[src/rtl/ahfp_addsub_arbiter_if.sv]
// rtl/ahfp_addsub_arbiter_if.sv - requester-side request/response bundle for the fp add/sub arbiter
interface ahfp_addsub_arbiter_if #(
  parameter int NUM_REQ = 4
);
  logic [NUM_REQ-1:0]    req_valid;
  logic [NUM_REQ-1:0]    req_ready;
  logic [NUM_REQ-1:0]    req_op;
  logic [32*NUM_REQ-1:0] req_dataa;
  logic [32*NUM_REQ-1:0] req_datab;
  logic [NUM_REQ-1:0]    resp_valid;
  logic [31:0]           resp_data;

  // Requesters drive operands and consume grants/results
  modport master (
    output req_valid, req_op, req_dataa, req_datab,
    input  req_ready, resp_valid, resp_data
  );

  // The arbiter consumes operands and produces grants/results
  modport slave (
    input  req_valid, req_op, req_dataa, req_datab,
    output req_ready, resp_valid, resp_data
  );
endinterface

[src/rtl/ahfp_addsub_arbiter.sv]
// rtl/ahfp_addsub_arbiter.sv - round-robin sharing of one pipelined fp add/sub unit
module ahfp_addsub_arbiter #(
  parameter int NUM_REQ    = 4,
  parameter int FU_LATENCY = 1,
  parameter int CNT_W      = 16
) (
  input  logic                 clk,
  input  logic                 reset,
  ahfp_addsub_arbiter_if.slave bus,
  output logic [31:0]          fu_dataa,
  output logic [31:0]          fu_datab,
  input  logic [31:0]          fu_result,
  output logic                 idle,
  output logic [CNT_W-1:0]     issue_count
);
  localparam int PW    = $clog2(NUM_REQ);
  // One issue register plus FU_LATENCY unit stages; the last stage lines up with fu_result.
  localparam int DEPTH = FU_LATENCY + 1;

  logic [PW-1:0]      ptr;
  logic [PW:0]        cand;
  logic [PW-1:0]      grant_idx;
  logic               grant_any;
  logic [NUM_REQ-1:0] grant;
  logic               xfer;
  logic [31:0]        sel_a;
  logic [31:0]        sel_b;
  logic               sel_op;
  logic [DEPTH-1:0]   tag_v;
  logic [PW-1:0]      tag_own [DEPTH];

  // Pick the first valid requester after the last one granted, wrapping around
  always_comb begin
    cand      = '0;
    grant_idx = ptr;
    grant_any = 1'b0;
    for (int k = 1; k <= NUM_REQ; k++) begin
      cand = {1'b0, ptr} + (PW+1)'(k);
      if (cand >= (PW+1)'(NUM_REQ)) cand = cand - (PW+1)'(NUM_REQ);
      if (!grant_any && bus.req_valid[cand[PW-1:0]]) begin
        grant_any = 1'b1;
        grant_idx = cand[PW-1:0];
      end
    end
  end

  // One-hot ready, forced off while reset is held
  always_comb begin
    grant = '0;
    if (!reset && grant_any) grant[grant_idx] = 1'b1;
  end

  assign bus.req_ready = grant;
  assign xfer          = !reset && grant_any;

  // Operand mux for the granted requester; subtraction is a sign flip of B
  always_comb begin
    sel_a  = bus.req_dataa[32*grant_idx +: 32];
    sel_op = bus.req_op[grant_idx];
    sel_b  = bus.req_datab[32*grant_idx +: 32];
    if (sel_op) sel_b = {~sel_b[31], sel_b[30:0]};
  end

  // Issue register, rr pointer, counter and owner tag pipeline
  always_ff @(posedge clk) begin
    if (reset) begin
      ptr         <= PW'(NUM_REQ-1);
      fu_dataa    <= '0;
      fu_datab    <= '0;
      issue_count <= '0;
      tag_v       <= '0;
      for (int s = 0; s < DEPTH; s++) tag_own[s] <= '0;
    end else begin
      tag_v      <= {tag_v[DEPTH-2:0], xfer};
      tag_own[0] <= grant_idx;
      for (int s = 1; s < DEPTH; s++) tag_own[s] <= tag_own[s-1];
      if (xfer) begin
        fu_dataa    <= sel_a;
        fu_datab    <= sel_b;
        ptr         <= grant_idx;
        issue_count <= issue_count + CNT_W'(1);
      end else begin
        fu_dataa <= '0;
        fu_datab <= '0;
      end
    end
  end

  // Route the unit result back to the owner recorded in the last tag stage
  always_ff @(posedge clk) begin
    if (reset) begin
      bus.resp_valid <= '0;
      bus.resp_data  <= '0;
    end else begin
      bus.resp_valid <= '0;
      if (tag_v[DEPTH-1]) begin
        bus.resp_valid[tag_own[DEPTH-1]] <= 1'b1;
        bus.resp_data                    <= fu_result;
      end
    end
  end

  assign idle = ~|tag_v;
endmodule

[src/flat_wrapper.sv]
// flat-port wrapper written by rule: the top's interface ports become plain ports
module ahfp_addsub_arbiter_flat 
#(
  parameter int NUM_REQ    = 4,
  parameter int FU_LATENCY = 1,
  parameter int CNT_W      = 16
)
  (clk, reset, fu_dataa, fu_datab, fu_result, idle, issue_count, bus_req_valid, bus_req_op, bus_req_dataa, bus_req_datab, bus_req_ready, bus_resp_valid, bus_resp_data);
  ahfp_addsub_arbiter_if #(.NUM_REQ(NUM_REQ)) bus_i ();
  input  logic clk;
  input  logic reset;
  output logic [31:0] fu_dataa;
  output logic [31:0] fu_datab;
  input  logic [31:0] fu_result;
  output logic idle;
  output logic [CNT_W-1:0] issue_count;
  input wire logic [$bits(bus_i.req_valid)-1:0] bus_req_valid;
  input wire logic [$bits(bus_i.req_op)-1:0] bus_req_op;
  input wire logic [$bits(bus_i.req_dataa)-1:0] bus_req_dataa;
  input wire logic [$bits(bus_i.req_datab)-1:0] bus_req_datab;
  output wire logic [$bits(bus_i.req_ready)-1:0] bus_req_ready;
  output wire logic [$bits(bus_i.resp_valid)-1:0] bus_resp_valid;
  output wire logic [$bits(bus_i.resp_data)-1:0] bus_resp_data;
  assign bus_i.req_valid = bus_req_valid;
  assign bus_i.req_op = bus_req_op;
  assign bus_i.req_dataa = bus_req_dataa;
  assign bus_i.req_datab = bus_req_datab;
  assign bus_req_ready = bus_i.req_ready;
  assign bus_resp_valid = bus_i.resp_valid;
  assign bus_resp_data = bus_i.resp_data;
  ahfp_addsub_arbiter #(.NUM_REQ(NUM_REQ), .FU_LATENCY(FU_LATENCY), .CNT_W(CNT_W)) u_core (.clk(clk), .reset(reset), .bus(bus_i), .fu_dataa(fu_dataa), .fu_datab(fu_datab), .fu_result(fu_result), .idle(idle), .issue_count(issue_count));
endmodule
[config.mk]
export PLATFORM = sky130hd
export DESIGN_NAME = ahfp_addsub_arbiter_flat
export DESIGN_NICKNAME = d
export VERILOG_FILES = /design/src/rtl/ahfp_addsub_arbiter_if.sv /design/src/rtl/ahfp_addsub_arbiter.sv /design/src/flat_wrapper.sv
export SDC_FILE = /design/constraint.sdc
export NUM_CORES = 1
export LEC_CHECK = 0
export ABC_CLOCK_PERIOD_IN_PS = 2100
export BUFFER_PORTS_ARGS = -buffer_cell sky130_fd_sc_hd__buf_2
export CAP_MARGIN = 25
export CORE_AREA = 2 2 161 163
export CTS_CLUSTER_DIAMETER = 40
export CTS_CLUSTER_SIZE = 25
export DETAILED_ROUTE_END_ITERATION = 8
export DIE_AREA = 0 0 163 165
export PLACE_DENSITY = 0.55
export SLEW_MARGIN = 40
export SYNTH_ARGS = -nofsm -noshare
export SYNTH_HDL_FRONTEND = slang
export SYNTH_SLANG_ARGS = --single-unit
[constraint.sdc]
create_clock -name clk -period 2.1 [get_ports clk]
set_input_delay 0.315 -clock clk [delete_from_list [all_inputs] [get_ports clk]]
set_output_delay 0.315 -clock clk [all_outputs]
set_load 0.02 [all_outputs]
## Word level (Yosys, flattened, before mapping)

Memories as Yosys holds them, arrays and structs flattened.
Index checks and enable logic that the tools add are counted.

- Add/sub/neg operators: 9
- Order comparisons: 12
- Shift operators: 2
- Mux-type cells: 33
- Bitwise gates (word level): 5
- Reduce and logical (&&, ||, !) cells: 14

Operators with widths:

| cell | number |
|---|---|
| variable part select 128 x 8 -> 32 bit | 2 |
| two-way mux 32 bit | 1 |
| two-way mux 2 bit | 10 |
| less-than comparator 2 x 3 -> 1 bit (second input constant) | 6 |
| adder 16 x 1 -> 16 bit (second input constant) | 1 |
| two-way mux 1 bit | 14 |
| >= comparator 3 bit (second input constant) | 4 |
| binary-select mux 1 bit (select 2 bit) | 5 |
| subtractor 2 x 1 -> 2 bit (second input constant) | 4 |
| adder 2 x 2 -> 3 bit (second input constant) | 2 |
| logical AND 1 bit | 6 |
| OR reduction 2 bit | 3 |
| logical NOT 1 bit | 5 |
| demux 1 bit (select 2 bit) | 2 |
| >= comparator 2 x 1 -> 1 bit (second input constant) | 2 |
| two-way mux 4 bit | 1 |
| adder 2 x 1 -> 3 bit (second input constant) | 1 |
| adder 2 x 3 -> 3 bit (second input constant) | 1 |
| inverter 1 bit | 3 |
| bitwise OR 1 bit | 2 |

- Flip-flop bits (word level): 120
- Bits in writable memories: 4
- Output and inout bits: 121
- Logic and storage cells: 83
- Memories: 1

Memory list:

| name | depth | bits a word | rd ports | clocked after memory_dff | wr ports | line | text |
|---|---|---|---|---|---|---|---|
| u_core.tag_own | 2 | 2 | 2 | 0 | 2 | ahfp_addsub_arbiter.sv:30 | `logic [PW-1:0] tag_own [DEPTH];` |

## Longest topological paths before layout

Gate-level depths: netlist of the first run.

- Word-level depth: 20
- Mapped depth: 7
- Depth with buffers taken out: 6

## Worst setup path before layout of the first run

No wires, ideal clock.

- Path type: reg2out
- Start point: register u_core.ptr[0]
- End point: output bus_req_ready[0]
- Arrival: 1,521 ps
- Required time: 1,785 ps
- Path slack: 264 ps
- Stages on the path, launching flop included: 8
- Path through: dfxtp_1 nand2b_1 o21a_1 o21ai_2 nand2_1 buf_2 buf_2 nor2_1

- Cells in the longest elaborated chain, start to end: 20
- Elaborated cells on any way between the ends: 45

RTL lines:

| item | line | text |
|---|---|---|
| from (decl) | ahfp_addsub_arbiter.sv:20 | `logic [PW-1:0] ptr;` |
| from (signal assigned) | ahfp_addsub_arbiter.sv:67 | `ptr <= PW'(NUM_REQ-1);` |
| from (signal assigned) | ahfp_addsub_arbiter.sv:80 | `ptr <= grant_idx;` |
| adder 2 x 1 -> 3 bit | ahfp_addsub_arbiter.sv:38 | `cand = {1'b0, ptr} + (PW+1)'(k);` |
| >= comparator 3 bit / subtractor 2 x 1 -> 2 bit (equally long branches) | ahfp_addsub_arbiter.sv:39 | `if (cand >= (PW+1)'(NUM_REQ)) cand = cand - (PW+1)'(NUM_REQ);` |
| two-way mux 2 bit | ahfp_addsub_arbiter.sv:39 |  |
| binary-select mux 1 bit (select 2 bit) | ahfp_addsub_arbiter.sv:40 | `if (!grant_any && bus.req_valid[cand[PW-1:0]]) begin` |
| two-way mux 1 bit (implied by the code) | ahfp_addsub_arbiter.sv:40 |  |
| two-way mux 1 bit | ahfp_addsub_arbiter.sv:40 |  |
| logical NOT 1 bit | ahfp_addsub_arbiter.sv:40 |  |
| logical AND 1 bit | ahfp_addsub_arbiter.sv:40 |  |
| [4 not listed] | n/a |  |
| logical NOT 1 bit | ahfp_addsub_arbiter.sv:40 |  |
| logical AND 1 bit | ahfp_addsub_arbiter.sv:40 |  |
| two-way mux 2 bit | ahfp_addsub_arbiter.sv:40 |  |
| less-than comparator 2 x 3 -> 1 bit (implied by the code) / >= comparator 2 x 1 -> 1 bit (equally long branches) | ahfp_addsub_arbiter.sv:50 | `if (!reset && grant_any) grant[grant_idx] = 1'b1;` |
| logical AND 1 bit (implied by the code) | ahfp_addsub_arbiter.sv:50 |  |
| two-way mux 1 bit (implied by the code) | ahfp_addsub_arbiter.sv:50 |  |
| demux 1 bit (select 2 bit) | n/a |  |
| two-way mux 4 bit * | ahfp_addsub_arbiter.sv:50 |  |
| to (decl) | flat_wrapper.sv:21 | `output wire logic [$bits(bus_i.req_ready)-1:0] bus_req_ready;` |

Mark *: on every way between the ends. The rest lies on a longest branch, timed or not. The select of a mux whose other input is x is not followed.

## Worst setup path in the final report of the first run

- Start point: register u_core.ptr[0]
- End point: output bus_req_ready[3]

The elaborated chain is that of the path after synthesis.

==> results of run 1 <==
registers in the layout, summed over array words and instances, names as in the netlist:
name and count:
u_core.tag_v 2, u_core.fu_dataa 32, u_core.bus.resp_data 32, u_core.tag_own 4
u_core.bus.resp_valid 4, u_core.fu_datab 32, u_core.ptr 2, u_core.issue_count 16
routing by layer:
metal	share of wire (%)	up-vias
met5	0.13	-
met4	1.0	4
met3	7.9	17
met2	50	237
met1	41	2494
li1	-	2732
logic make-up (layout without fill, tap and decap cells):
family | Yosys count | in the layout | share of synthesized area (%)
AND/OR/NAND/NOR | 102 | 102 | 8.570
multiplexers | 160 | 160 | 28.87
AO/OA/AOI/OAI | 72 | 72 | 8.638
XOR/XNOR | 19 | 19 | 3.000
adder cells (fa/ha/maj) | 1 | 1 | 0.2255
buffers and inverters | 39 | 482 | 5.954
other | 0 | 1 | 0
flip-flops | 124 | 124 | 44.75
how the worst max path moves through the flow:
| stage | from | end | cells past startpoint |
|---|---|---|---|
| finish | u_core.ptr[0] | bus_req_ready[3] | 6 |
| global route | u_core.ptr[0] | bus_req_ready[3] | 6 |
| CTS | u_core.ptr[0] | bus_req_ready[0] | 5 |
| detailed placement | bus_req_valid[3] | u_core.fu_datab[13] | 8 |
| global placement | bus_req_valid[3] | u_core.fu_dataa[11] | 8 |
| floorplan | u_core.ptr[0] | bus_req_ready[0] | 7 |
report_power, final:
part / internal [mW] / switching (mW)
logic: 0.919 / 1.07
clock network: 1.77 / 1.21
registers: 2.59 / 0.0863
cells in the final DEF, fill, tap and decap left out, types with 3 or more instances in the layout:
| cell | synthesis | routed |
|---|---|---|
| buf_6 | 1 | 4 |
| buf_4 | 0 | 24 |
| nor2_1 | 61 | 57 |
| nor2_4 | 0 | 3 |
| nand4_1 | 3 | 3 |
| nand2b_1 | 5 | 4 |
| nor2b_1 | 4 | 4 |
| nand3_1 | 6 | 6 |
| clkbuf_16 | 0 | 17 |
| buf_12 | 4 | 6 |
| xnor2_1 | 6 | 6 |
| clkinv_4 | 0 | 6 |
| xor2_1 | 13 | 13 |
| buf_2 | 14 | 414 |
| dfxtp_1 | 124 | 121 |
| mux2i_1 | 160 | 160 |
| and3_1 | 3 | 3 |
| o22ai_1 | 64 | 64 |
| clkinv_2 | 0 | 3 |
| nand2_1 | 12 | 11 |
final cells by class:
type | instances | area (um^2)
Inverter | 1 | 3.754
Sequential cell | 124 | 2489
Multi-Input combinational cell | 354 | 2788
Antenna cell | 1 | 2.502
Fill cell | 2597 | 16300
Timing Repair Buffer | 449 | 2450
Clock inverter | 15 | 166.4
Clock buffer | 17 | 425.4
Tap cell | 330 | 412.9
stage by stage:
| step | total power, mW | setup WS [ns] | TNS (ns) | util, % |
|---|---|---|---|---|
| finish | 7.641 | 0.08377 | 0 | 34.90 |
| global route | 8.054 | -0.03207 | -0.06070 | 34.89 |
| floorplan | 3.940 | 0.2640 | 0 | - |
| global placement | 4.632 | 0.08009 | 0 | 31.87 |
| CTS | 7.786 | 0.004674 | 0 | 34.64 |
| detailed placement | 4.647 | 0.05635 | 0 | 31.87 |
repair_timing:
action / in CTS / in global routing
pin swaps: 2 / 3
setup endpoints to repair: 4 / 6
resized for setup: 8 / 15
cloned: 1 / 0
buffers inserted: 5 / 2
critical path: cells and delay by family (launching register included):
family	cells	cell delay, ns
AO/OA/AOI/OAI	2	0.28
buffers and inverters	1	0.13
flip-flops	1	0.35
AND/OR/NAND/NOR	3	0.53
==> impl_metrics.py, run 1 <==
metrics = {
    "worst_setup_path": {
        "rr_startpoint": "u_core.ptr[0]",
        "crit_type": "reg2out",
        "slowest_delay_ns": 0.35,
        "cp_max_fo": 3,
        "end_kind": "primary output",
        "r2r.worst_path.cells": 8,
        "start_kind": "flip-flop",
        "crit_slowest_cell": "dfxtp_4",
        "cp_cell_sequence": "or2b_1 > o211ai_1 > o21ai_4 > nand2b_4 > nor2_4 > buf_6",
        "r2r_end": "u_core.fu_dataa[11]",
        "r2r_setup_slack_ns": 0.18,
        "arrival_ns": 1.70,
        "cp.required_ns": 1.78,
    },
    "synthesis": {
        "synth_ff_type": "dfxtp_1",
        "synth.area.top_cells": "dfxtp_1 (45%), mux2i_1 (29%), o22ai_1 (7.2%)",
        "synth_edf_count": 0,
        "synth_cell_type_count": 34,
        "synth_fp_nets": 816,
        "synthTopCellsByCount": "mux2i_1 (160), dfxtp_1 (124), o22ai_1 (64), nor2_1 (61), buf_2 (14)",
        "synth_top_area_cell": "dfxtp_1",
        "ys.warnings.count": 0,
        "synth.top_cell.area_share_pct": 44.75,
        "ys_seq_area_share_pct": 44.75,
        "synthArstFlopShare_pct": 0,
        "syn_area_um2": 5548,
        "synth_seq_cells": 124,
        "yosysMostFrequentCell": "mux2i_1",
        "avgSynthCellArea_um2": 10.73,
        "synthCells": 517,
    },
    "final_layout": {
        "synthToLayoutAreaGrowth_pct": 57.49,
        "finalNonFillerCells": 1291,
        "drive_above_1_share_pct": 51.67,
        "finalNetCount": 1246,
        "final_area_um2": 8737,
    },
    "global_routing": {
        "grt_pass1_wl_um": 29940,
        "grt_antenna_before_repair": 3,
        "grt_busiest_layer": "met2",
        "grt.met2_usage_pct": 26.10,
        "gr-usage-all-layers_pct": 14.74,
        "grtUsageMet1_pct": 16.98,
        "groute.layer.met3.usage_pct": 4.997,
        "grt_max_degree": 58,
        "grt_pass1_vias": 5364,
        "grt_overflow_total": 0,
    },
    "die": {
        "core_um2": 25040,
        "die_area_um2": 26900,
        "rows": 58,
        "pin_count": 419,
        "dieHeight_um": 165,
        "start_util_pct": 22.16,
        "die_width_um": 163,
    },
    "routing": {
        "wire_per_inst_um": 16.05,
        "wirelength_um": 20720,
        "vias_per_cell": 4.248,
        "drtIter0Drc": 166,
        "ant_nets": 0,
        "drc": 0,
        "via_count": 5484,
        "drt_pass1_iterations": 4,
    },
    "clock_tree": {
        "cts.sinks": 124,
        "cts_tree": "done",
        "clk_latency_ns": 0.41,
        "max-clock-path-buffers": 2,
        "numCtsBuffers": 17,
        "hold_buffers": 0,
        "clockRootBuffer": "clkbuf_16",
        "htree_levels": 4,
        "cts.clk_slew.worst_paths_ns": 0.06,
    },
    "timing": {
        "final_hold_viol_count": 0,
        "holdWs_ns": 0.1442,
        "slew_violations": 0,
        "tightest_slew_ns": 0.5976,
        "finalSetupViolCount": 0,
        "rsz0062_at_grt": "true",
        "clock_skew_ns": 0.01152,
        "min_period_ns": 2.016,
        "finalCritPeriodShare_pct": 96.01,
        "slew_headroom_pct": 60.16,
        "fmax_ghz": 0.4960,
    },
    "placement": {
        "io_buffers": 418,
        "dp_cells": 1250,
        "dpl.hpwl_um": 16100,
        "post_dp_cell_area_um2": 7980,
        "routabilityCongestion": 0.8460,
    },
    "run_status": {
        "status": "finished clean",
    },
    "pwr": {
        "vdd_drop_max_v": 0.0003436,
        "p_leak_nw": 4.593,
        "power_density_nw_per_um2": 874.5,
    },
    "hold_path": {
        "holdPathStages": 3,
        "hp-class": "in2reg",
        "holdPathEnd": "u_core.bus.resp_data[3]",
        "min_from": "fu_result[3]",
    },
    "run": {
        "maxCapViolations": 0,
    },
}
No activity file was read; power rests on OpenSTA's default activity.
==> run 2: changes to the inputs <==
- ABC_CLOCK_PERIOD_IN_PS: 2100 -> 1860
- clock period: 2.1 -> 1.86 ns (I/O delays scaled with it)
==> run 2 against run 1 <==
Effect of this change: the run now ends with negative setup slack left; clock power grew 17%; highest routed layer unchanged; final cell count grew 2.5%; largest cell class unchanged; hold slack lost 0.036 ns; critical path type unchanged; non-clock buffer count grew 29; sequential power grew 12%; critical path depth grew 1; power grew 21%; count of clock-buffer cells in the layout is the same; utilization grew 2.9 points.
==> impl_metrics.py, run 2 (same netlist as run 1, synthesis figures left out) <==
metrics = {
    "timing": {
        "worst_slack_ns": -0.1492,
        "clock_skew_ns": 0.007610,
        "tightest_slew_ns": 0.4918,
        "holdWs_ns": 0.1077,
        "finalSetupViolCount": 5,
        "fmax_ghz": 0.4977,
        "slew_headroom_pct": 67.22,
        "rsz0062_at_grt": "true",
        "min_period_ns": 2.009,
        "final_hold_viol_count": 0,
        "tns_ns": -0.5642,
        "slew_violations": 0,
        "finalCritPeriodShare_pct": 108.0,
    },
    "hold_path": {
        "holdPathStages": 3,
        "hp-class": "in2reg",
    },
    "final_layout": {
        "drive_above_1_share_pct": 57.03,
        "fin_util_pct": 37.76,
        "final_common_cell": "buf_2",
        "reg.largest.list": "u_core.bus.resp_data x32, u_core.fu_dataa x32, u_core.fu_datab x32",
        "synthToLayoutAreaGrowth_pct": 70.39,
        "final_area_um2": 9453,
        "finalNetCount": 1275,
        "final_cell_mix": "buf_2 (414), mux2i_1 (139), dfxtp_1 (121)",
        "finalNonFillerCells": 1323,
    },
    "pwr": {
        "finalPower_mw": 9.219,
        "p_leak_nw": 4.820,
        "vdd_drop_max_v": 0.0005269,
        "power_density_nw_per_um2": 975.3,
    },
    "global_routing": {
        "grt_antenna_before_repair": 4,
        "grt_overflow_total": 0,
        "grt_max_degree": 48,
        "grt_pass1_wl_um": 30580,
        "grt_pass1_vias": 5434,
        "gr-usage-all-layers_pct": 15.06,
    },
    "worst_setup_path": {
        "path_buf_inv": 3,
        "critical_path_depth": 7,
        "cp.required_ns": 1.58,
        "r2r.worst_path.cells": 9,
        "crit_type": "reg2out",
        "end_kind": "primary output",
        "path_delay_family": "compound AO/OA/AOI/OAI gates",
        "crit_slowest_cell": "dfxtp_4",
        "start_kind": "flip-flop",
        "cp_cell_sequence": "or2b_1 > o21ai_2 > a221oi_4 > buf_6 > buf_6 > nor2_4 > buf_6",
        "worst_path_most_repeated_cell": "buf_6",
        "cp_max_fo": 4,
        "arrival_ns": 1.73,
        "slowest_delay_ns": 0.35,
    },
    "die": {
        "start_util_pct": 22.16,
        "pin_count": 419,
        "dieHeight_um": 165,
        "core_um2": 25040,
        "die_width_um": 163,
        "die_area_um2": 26900,
        "rows": 58,
    },
    "routing": {
        "ant_nets": 0,
        "drt_pass1_iterations": 5,
        "via_count": 5584,
        "wirelength_um": 21310,
        "wire_per_inst_um": 16.11,
        "vias_per_cell": 4.221,
        "drc": 0,
        "drtIter0Drc": 238,
    },
    "clock_tree": {
        "hold_buffers": 0,
        "htree_levels": 4,
        "cts.clk_slew.worst_paths_ns": 0.06,
        "numCtsBuffers": 17,
        "clockRootBuffer": "clkbuf_16",
        "clk_latency_ns": 0.42,
        "cts.sinks": 124,
        "max-clock-path-buffers": 2,
        "cts_tree": "done",
    },
    "placement": {
        "post_dp_cell_area_um2": 8140,
        "io_buffers": 418,
        "dp_cells": 1268,
        "dpl.hpwl_um": 16390,
        "routabilityCongestion": 0.8355,
        "place_ws_ns": -0.08229,
    },
    "run_status": {
        "status": "complete, but fails checks",
        "violations": "negative setup slack",
    },
    "run": {
        "maxCapViolations": 0,
    },
}
[run 2: cell count changes in the layout (fill, tap and decap cells not counted), moves of 10 or more]
cell / previous run / this run
buf_8: 0 / 11
o22ai_2: 0 / 18
buf_12: 6 / 16
mux2i_2: 0 / 19
o22ai_1: 64 / 46
mux2i_1: 160 / 139
[run 2: final timing paths]
path / start / to / slack [ns]
hold / removal: fu_result[28] / u_core.bus.resp_data[28] / 0.11
setup / recovery: u_core.ptr[0] / bus_req_ready[3] / -0.15
hold reg to reg: u_core.tag_own[0][1] / u_core.tag_own[0][3] / 0.43
setup reg to reg: u_core.ptr[0] / u_core.fu_dataa[16] / -0.02
[run 2: repair_timing]
action,4_1_cts,5_1_grt
pin swaps,32,18
resized for setup,61,53
setup endpoints to repair,53,67
cloned,5,1
setup buffers,13,6
[run 2: tightest hold or removal path: stages]
cell     delay [ns]
buf_2          0.08
mux2i_1        0.05
nor2_1         0.07
[run 2: final cells by class]
class,count,area (um^2)
antenna,4,10.01
clock buffer,17,425.4
clock inverter,15,188.9
fill,2611,15580
inverter,1,3.754
multi-input combinational,354,3009
sequential,124,2489
tap,330,412.9
timing repair buffer,478,2914
[run 2: report_power, final]
group          internal (mW)  leakage, nW  switching [mW]
logic                   1.37         3.50            1.35
clock network           2.14        0.300            1.35
registers               2.93         1.02          0.0872
total                   6.43         4.82            2.79
[run 2: routing by layer]
metal | part of all wire [%] | vias up | GRT usage (%)
met5 | 0.075 | - | 0
met4 | 0.72 | 2 | 3.821
met3 | 7.9 | 14 | 5.399
met2 | 52 | 232 | 26.91
met1 | 39 | 2537 | 17.04
li1 | - | 2799 | -
